**config.mk**
```make
export PLATFORM = sky130hd
export DESIGN_NAME = qif_neuron_scheduler
export DESIGN_NICKNAME = d
export VERILOG_FILES = /design/src/rtl/qif_pkg.sv /design/src/rtl/qif_update_core.sv /design/src/rtl/qif_neuron_scheduler.sv
export SDC_FILE = /design/constraint.sdc
export NUM_CORES = 1
export LEC_CHECK = 0
export BUFFER_PORTS_ARGS = -buffer_cell sky130_fd_sc_hd__buf_4
export CAP_MARGIN = 15
export CORE_ASPECT_RATIO = 1.4
export CORE_MARGIN = 2
export CORE_UTILIZATION = 55
export CTS_CLUSTER_SIZE = 40
export DETAILED_ROUTE_END_ITERATION = 12
export PLACE_DENSITY = 0.76
export RECOVER_POWER = 100
export SLEW_MARGIN = 20
export SYNTH_ARGS = -nofsm -noshare
export SYNTH_HDL_FRONTEND = slang
export SYNTH_HIERARCHICAL = 1
export SYNTH_SLANG_ARGS = --single-unit
```
**constraint.sdc**
```tcl
create_clock -name clk -period 7.34 [get_ports clk]
set_input_delay 0.734 -clock clk [delete_from_list [all_inputs] [get_ports clk]]
set_output_delay 0.734 -clock clk [all_outputs]
set_load 0.005 [all_outputs]
```
**src/rtl/qif_pkg.sv**
```systemverilog
// -----------------------------------------------------------------------------
// qif_pkg
//   Shared definitions for the time-multiplexed QIF neuron array:
//   membrane/sum widths, default reset and threshold potentials, the
//   scheduler FSM state type, and the sat8 clamp used by the update math.
// -----------------------------------------------------------------------------
package qif_pkg;

   localparam int V_W   = 8;    // membrane potential / current width
   localparam int SUM_W = 11;   // V + (V/8)^2 + I/4 fits in 11b signed

   localparam logic signed [V_W-1:0] QIF_V_RESET = -8'sd20;
   localparam logic signed [V_W-1:0] QIF_V_TH    = 8'sd50;

   typedef enum logic [1:0] {
      IDLE   = 2'd0,
      UPDATE = 2'd1,
      EMIT   = 2'd2,
      DONE   = 2'd3
   } qif_state_e;

   // Clamp an 11-bit signed sum into the 8-bit membrane range (no wrap).
   function automatic logic signed [V_W-1:0] sat8(input logic signed [SUM_W-1:0] x);
      logic signed [V_W-1:0] r;
      if (x > 11'sd127) begin
         r = 8'sd127;
      end else if (x < -11'sd128) begin
         r = -8'sd128;
      end else begin
         r = x[V_W-1:0];
      end
      return r;
   endfunction

endpackage

```
**src/rtl/qif_update_core.sv**
```systemverilog
// -----------------------------------------------------------------------------
// qif_update_core
//   Purely combinational QIF membrane update, shared by neuron arrays.
//   Ports:
//     v      in  8b signed  stored membrane potential
//     i      in  8b signed  synaptic current
//     v_next out 8b signed  V_RESET when firing, else sat8(V + (V/8)^2 + I/4)
//     fire   out 1b         stored V is at or above threshold
// -----------------------------------------------------------------------------
module qif_update_core
   import qif_pkg::*;
#(
   parameter logic signed [V_W-1:0] V_RESET = QIF_V_RESET,
   parameter logic signed [V_W-1:0] V_TH    = QIF_V_TH
)(
   input  logic signed [V_W-1:0] v,
   input  logic signed [V_W-1:0] i,
   output logic signed [V_W-1:0] v_next,
   output logic                  fire
);

   logic signed [SUM_W-1:0] v_ext;
   logic signed [SUM_W-1:0] i_ext;
   logic signed [SUM_W-1:0] v_div8;
   logic signed [SUM_W-1:0] i_div4;
   logic signed [SUM_W-1:0] v_sq;
   logic signed [SUM_W-1:0] sum;

   assign v_ext  = $signed({{(SUM_W-V_W){v[V_W-1]}}, v});
   assign i_ext  = $signed({{(SUM_W-V_W){i[V_W-1]}}, i});

   // Signed division truncates toward zero, so -12/8 = -1 (not -2).
   assign v_div8 = v_ext / 11'sd8;
   assign i_div4 = i_ext / 11'sd4;
   assign v_sq   = v_div8 * v_div8;           // 0..256, fits in 11b
   assign sum    = v_ext + v_sq + i_div4;

   // Threshold uses the stored value, before integration.
   assign fire   = (v >= V_TH);
   assign v_next = fire ? V_RESET : sat8(sum);

endmodule

```
**src/rtl/qif_neuron_scheduler.sv**
```systemverilog
// -----------------------------------------------------------------------------
// qif_neuron_scheduler
//   Sweeps NUM_NEURONS QIF neurons through one shared update core, one neuron
//   per cycle per tick, and emits spikes as a valid/ready event stream.
//   Ports:
//     clk, reset     clock (rising edge), asynchronous active-high reset
//     tick           1-cycle pulse that starts a sweep (snapshots i_syn)
//     i_syn          packed signed currents, neuron k at [8k+7:8k]
//     spike_valid/spike_ready/spike_id   spike event handshake
//     busy           sweep in progress
//     sweep_done     1-cycle pulse after the last neuron is written
//     tick_overrun   sticky: tick seen while not IDLE
//     mon_sel/v_mon  combinational read of one membrane potential
// -----------------------------------------------------------------------------
module qif_neuron_scheduler
   import qif_pkg::*;
#(
   parameter int                    NUM_NEURONS = 4,
   parameter logic signed [V_W-1:0] V_RESET     = QIF_V_RESET,
   parameter logic signed [V_W-1:0] V_TH        = QIF_V_TH,
   parameter int                    IDW         = $clog2(NUM_NEURONS)
)(
   input  logic                         clk,
   input  logic                         reset,
   input  logic                         tick,
   input  logic [V_W*NUM_NEURONS-1:0]   i_syn,
   output logic                         spike_valid,
   input  logic                         spike_ready,
   output logic [IDW-1:0]               spike_id,
   output logic                         busy,
   output logic                         sweep_done,
   output logic                         tick_overrun,
   input  logic [IDW-1:0]               mon_sel,
   output logic signed [V_W-1:0]        v_mon
);

   qif_state_e                   state_q, state_d;
   logic [IDW-1:0]               idx_q, idx_d;
   logic [V_W*NUM_NEURONS-1:0]   isnap_q, isnap_d;
   logic signed [V_W-1:0]        v_mem_q [NUM_NEURONS];
   logic signed [V_W-1:0]        v_mem_d [NUM_NEURONS];
   logic                         spike_valid_q, spike_valid_d;
   logic [IDW-1:0]               spike_id_q, spike_id_d;
   logic                         overrun_q, overrun_d;

   logic signed [V_W-1:0]        i_arr [NUM_NEURONS];
   logic signed [V_W-1:0]        v_cur;
   logic signed [V_W-1:0]        i_cur;
   logic signed [V_W-1:0]        core_v_next;
   logic                         core_fire;
   logic                         last_idx;

   // Unpack the snapshot so the current neuron's input is a simple array read.
   for (genvar gi = 0; gi < NUM_NEURONS; gi++) begin : g_unpack
      assign i_arr[gi] = i_syn_slice(isnap_q, gi);
   end

   function automatic logic signed [V_W-1:0] i_syn_slice(
      input logic [V_W*NUM_NEURONS-1:0] vec,
      input int                         k
   );
      return vec[V_W*k +: V_W];
   endfunction

   assign v_cur    = v_mem_q[idx_q];
   assign i_cur    = i_arr[idx_q];
   assign last_idx = (idx_q == IDW'(NUM_NEURONS-1));

   qif_update_core #(
      .V_RESET (V_RESET),
      .V_TH    (V_TH)
   ) u_core (
      .v      (v_cur),
      .i      (i_cur),
      .v_next (core_v_next),
      .fire   (core_fire)
   );

   always_comb begin
      state_d       = state_q;
      idx_d         = idx_q;
      isnap_d       = isnap_q;
      v_mem_d       = v_mem_q;
      spike_valid_d = spike_valid_q;
      spike_id_d    = spike_id_q;
      // DONE is still busy, so a tick there is an overrun as well.
      overrun_d     = overrun_q | (tick && (state_q != IDLE));

      unique case (state_q)
         IDLE: begin
            if (tick) begin
               isnap_d = i_syn;
               idx_d   = '0;
               state_d = UPDATE;
            end
         end
         UPDATE: begin
            v_mem_d[idx_q] = core_v_next;
            if (core_fire) begin
               // Index is held in EMIT so the sweep resumes at idx+1 on accept.
               spike_valid_d = 1'b1;
               spike_id_d    = idx_q;
               state_d       = EMIT;
            end else if (last_idx) begin
               state_d = DONE;
            end else begin
               idx_d = idx_q + IDW'(1);
            end
         end
         EMIT: begin
            if (spike_valid_q && spike_ready) begin
               spike_valid_d = 1'b0;
               if (last_idx) begin
                  state_d = DONE;
               end else begin
                  idx_d   = idx_q + IDW'(1);
                  state_d = UPDATE;
               end
            end
         end
         DONE: begin
            idx_d   = '0;
            state_d = IDLE;
         end
         default: state_d = IDLE;
      endcase
   end

   always_ff @(posedge clk or posedge reset) begin
      if (reset) begin
         state_q       <= IDLE;
         idx_q         <= '0;
         isnap_q       <= '0;
         spike_valid_q <= 1'b0;
         spike_id_q    <= '0;
         overrun_q     <= 1'b0;
         for (int k = 0; k < NUM_NEURONS; k++) begin
            v_mem_q[k] <= V_RESET;
         end
      end else begin
         state_q       <= state_d;
         idx_q         <= idx_d;
         isnap_q       <= isnap_d;
         spike_valid_q <= spike_valid_d;
         spike_id_q    <= spike_id_d;
         overrun_q     <= overrun_d;
         v_mem_q       <= v_mem_d;
      end
   end

   assign spike_valid  = spike_valid_q;
   assign spike_id     = spike_id_q;
   assign busy         = (state_q != IDLE);
   assign sweep_done   = (state_q == DONE);
   assign tick_overrun = overrun_q;
   // Out-of-range selects (non power-of-two arrays) read as zero.
   assign v_mon        = ({1'b0, mon_sel} < (IDW+1)'(NUM_NEURONS)) ? v_mem_q[mon_sel] : '0;

endmodule

```
==> impl_metrics.py <==
metrics = {
    "run_status": {
        "outcome": "finished, violations left",
        "violations": "max-capacitance violations, max-slew violations",
    },
    "layout": {
        "fin_nets": 724,
        "register_area_um2": 1830,
        "syn_to_final_growth_pct": 23.1,
        "multiInputGateArea_um2": 4150,
        "drive_gt1_frac": 0.423,
        "final_cells": 741,
        "diodes": 0,
        "fillCellCount": 740,
        "final_area_um2": 7430,
    },
    "die": {
        "die_area_um2": 11800,
        "ios": 52,
        "die_w_um": 92.5,
        "rows": 45,
        "die_h_um": 128,
        "initial_core_util": 0.561,
        "fp.coreArea_um2": 10800,
    },
    "sta": {
        "skew_ns": 0.00507,
        "grt_setup_unrepaired": "yes",
        "slew_viol_final": 106,
        "min_period_ns": 7.28,
        "post-route-period-util": 0.992,
        "setup_violations": 0,
        "hold_viol_final": 0,
        "worst_pin_slew_ns": 3.68,
        "fmax_mhz": 137,
        "fin_hold_ws_ns": 0.455,
        "slew_headroom": -1.45,
        "setup_ws_ns": 0.0557,
    },
    "logic_synthesis": {
        "synth_top_area_frac": 0.216,
        "ys_warn_count": 6,
        "synth_area_leaders": "dfrtp_1 22%, fa_1 14%, mux2_2 12%",
        "ys_ff_latch": 72,
        "yosysMostFrequentCell": "inv_1",
        "synthesis.nets": 640,
        "synth_common_cells": "70 x inv_1, 65 x mux2_2, 52 x dfrtp_1",
        "syn_inst": 511,
        "yosysTopAreaCell": "dfrtp_1",
        "synth_edf_count": 0,
        "synthFlopType": "dfrtp_1",
        "seq_area_frac_synth": 0.303,
        "async_reset_ff_frac": 1.00,
        "syn_area_um2": 6030,
        "ys_types": 67,
        "avgSynthCellArea_um2": 11.8,
    },
    "clock_tree": {
        "clockBufferDepth": 2,
        "cts_tree": "done",
        "clock_sinks": 72,
        "clock_latency_ns": 0.33,
        "cts-buffers-inserted": 9,
        "cts-root-buf": "clkbuf_16",
        "cts_htree_levels": 3,
        "cts.clk_slew.worst_paths_ns": 0.05,
    },
    "placement": {
        "numPortBuffers": 51,
        "gp_congestion": 0.928,
        "dpl.cell_count": 715,
        "dp_slack_ns": -0.0562,
        "placed_area_um2": 6800,
        "post-dp-hpwl_mm": 10.1,
    },
    "grt": {
        "grtUsageTotal": 0.229,
        "grt_max_degree": 73,
        "grt_pass1_wl_mm": 21.5,
        "grt_pass1_vias": 4554,
        "antenna_found_initial": 0,
        "grt_overflow": 0,
    },
    "worst_setup_path": {
        "crit_fanout": 6,
        "worstSetupEndpointType": "flop",
        "cpPeakStageDelay_ns": 0.55,
        "cp_data_arrival_time_ns": 7.56,
        "timing.critical_path.buf_inv": 6,
        "critPathTopFamily": "adder cells",
        "cp_data_required_time_ns": 7.61,
        "critical_path_class": "reg -> reg",
        "cp_common_cell": "fa_1",
        "crit_path_start_kind": "flop",
        "crit_slowest_cell": "fa_1",
    },
    "drt": {
        "drt_iter0_markers": 184,
        "drt-vias-per-instance": 5.71,
        "num_vias": 4231,
        "drt-total-wl_mm": 13.2,
        "antenna_left": 0,
        "first_pass_iters": 4,
        "post_drt_wl_per_cell_um": 17.8,
        "remaining_drc_errors": 0,
    },
    "job": {
        "drv_cap": 2,
    },
    "hold_path": {
        "min_path_type": "reg -> reg",
    },
}
-- flip-flops by register name, summed over array words and instances (netlist names) --
name and cells:
idx_q 2, tick_overrun 1, v_mem_q 32, spike_id 2
state_q 2, spike_valid 1, isnap_q 32
-- worst reg2reg max path, cell delays in order (launching register included) --
cell and delay (ns):
dfrtp_1 0.40, buf_6 0.12, mux4_2 0.54, nor3_2 0.21, nor2_1 0.06, ha_2 0.20, ha_4 0.30, and2_4 0.17
inv_1 0.06, fa_1 0.55, fa_1 0.45, fa_1 0.51, inv_1 0.05, fa_1 0.46, fa_1 0.50, ha_1 0.31
ha_1 0.32, o21a_1 0.16, buf_4 0.13, o311ai_4 0.11, buf_4 0.16, and4_1 0.21, o311ai_2 0.30, buf_4 0.19
nand2_2 0.09, a2111oi_4 0.45, mux2_4 0.22
-- routing by layer --
metal	vias up	track usage	part of all wire
met5	-	0	0
met3	23	0.0335	0.038
met2	99	0.421	0.56
met1	2157	0.268	0.38
li1	1952	-	-
met4	0	0.0887	0.025
-- kinds of logic after synthesis --
| kind of cell | synth area share |
|---|---|
| adder cells (fa/ha/maj) | 0.240 |
| AND/OR/NAND/NOR | 0.0829 |
| multiplexers | 0.216 |
| AO/OA/AOI/OAI | 0.0680 |
| XOR/XNOR | 0.0319 |
| buffers and inverters | 0.0589 |
| flip-flops | 0.303 |
-- worst paths after layout --
check | startpoint | end | slack, ns | depth (start not counted)
worst max-delay path | idx_q[0] | v_mem_q[2] | 0.06 | 26
worst min-delay path | tick_overrun | tick_overrun | 0.45 | 1
worst max register to register | idx_q[0] | v_mem_q[2] | 0.06 | 26
worst min register to register | tick_overrun | tick_overrun | 0.45 | 1
max in group asynchronous | reset | idx_q[0] | 3.42 | 3
min in group asynchronous | reset | isnap_q[17] | 1.85 | 3
-- through the flow --
stage / utilization / setup TNS, ns
finish: 0.691 / 0
global route: 0.691 / -1.66
CTS: 0.668 / 0
detailed placement: 0.632 / -0.294
global placement: 0.632 / -0.00293
floorplan: - / 0
-- area by class of cell --
| cell class | count | area share |
|---|---|---|
| clock inverter | 6 | 0.0143 |
| tap | 141 | 0.0238 |
| inverter | 71 | 0.0364 |
| clock buffer | 10 | 0.0322 |
| sequential | 72 | 0.246 |
| multi-input combinational | 353 | 0.558 |
| timing repair buffer | 88 | 0.0891 |
-- placed cells by master (no fill, tap or decap), types with 3 or more instances in the layout --
master     instances
buf_4             69
inv_1             68
mux2_2            53
dfrtp_1           52
ha_1              44
fa_1              41
mux4_2            24
dfstp_2           20
nor2_1            19
nand2_1           18
xnor2_1           14
clkbuf_4          13
mux2_4            12
o21ai_0           10
nand3_1           10
clkbuf_16          9
a21oi_1            7
and2_1             7
xor2_1             6
nand4_1            5
a31oi_1            5
ha_4               5
clkbuf_1           4
bufinv_16          3
o21a_1             3
a21oi_2            3
mux2i_1            3
a2bb2oi_1          3
-- timing repair --
item                                    in CTS  in global routing
hold buffers                                 0                  0
resized for setup                            5                 36
endpoints found under the setup margin      13                 32
pin swaps                                    2                 15
buffers inserted                             3                  8
Power is left out: the tool's default activity adds up to more than one toggle a clock period on the data nets, which glitch-free logic cannot reach.
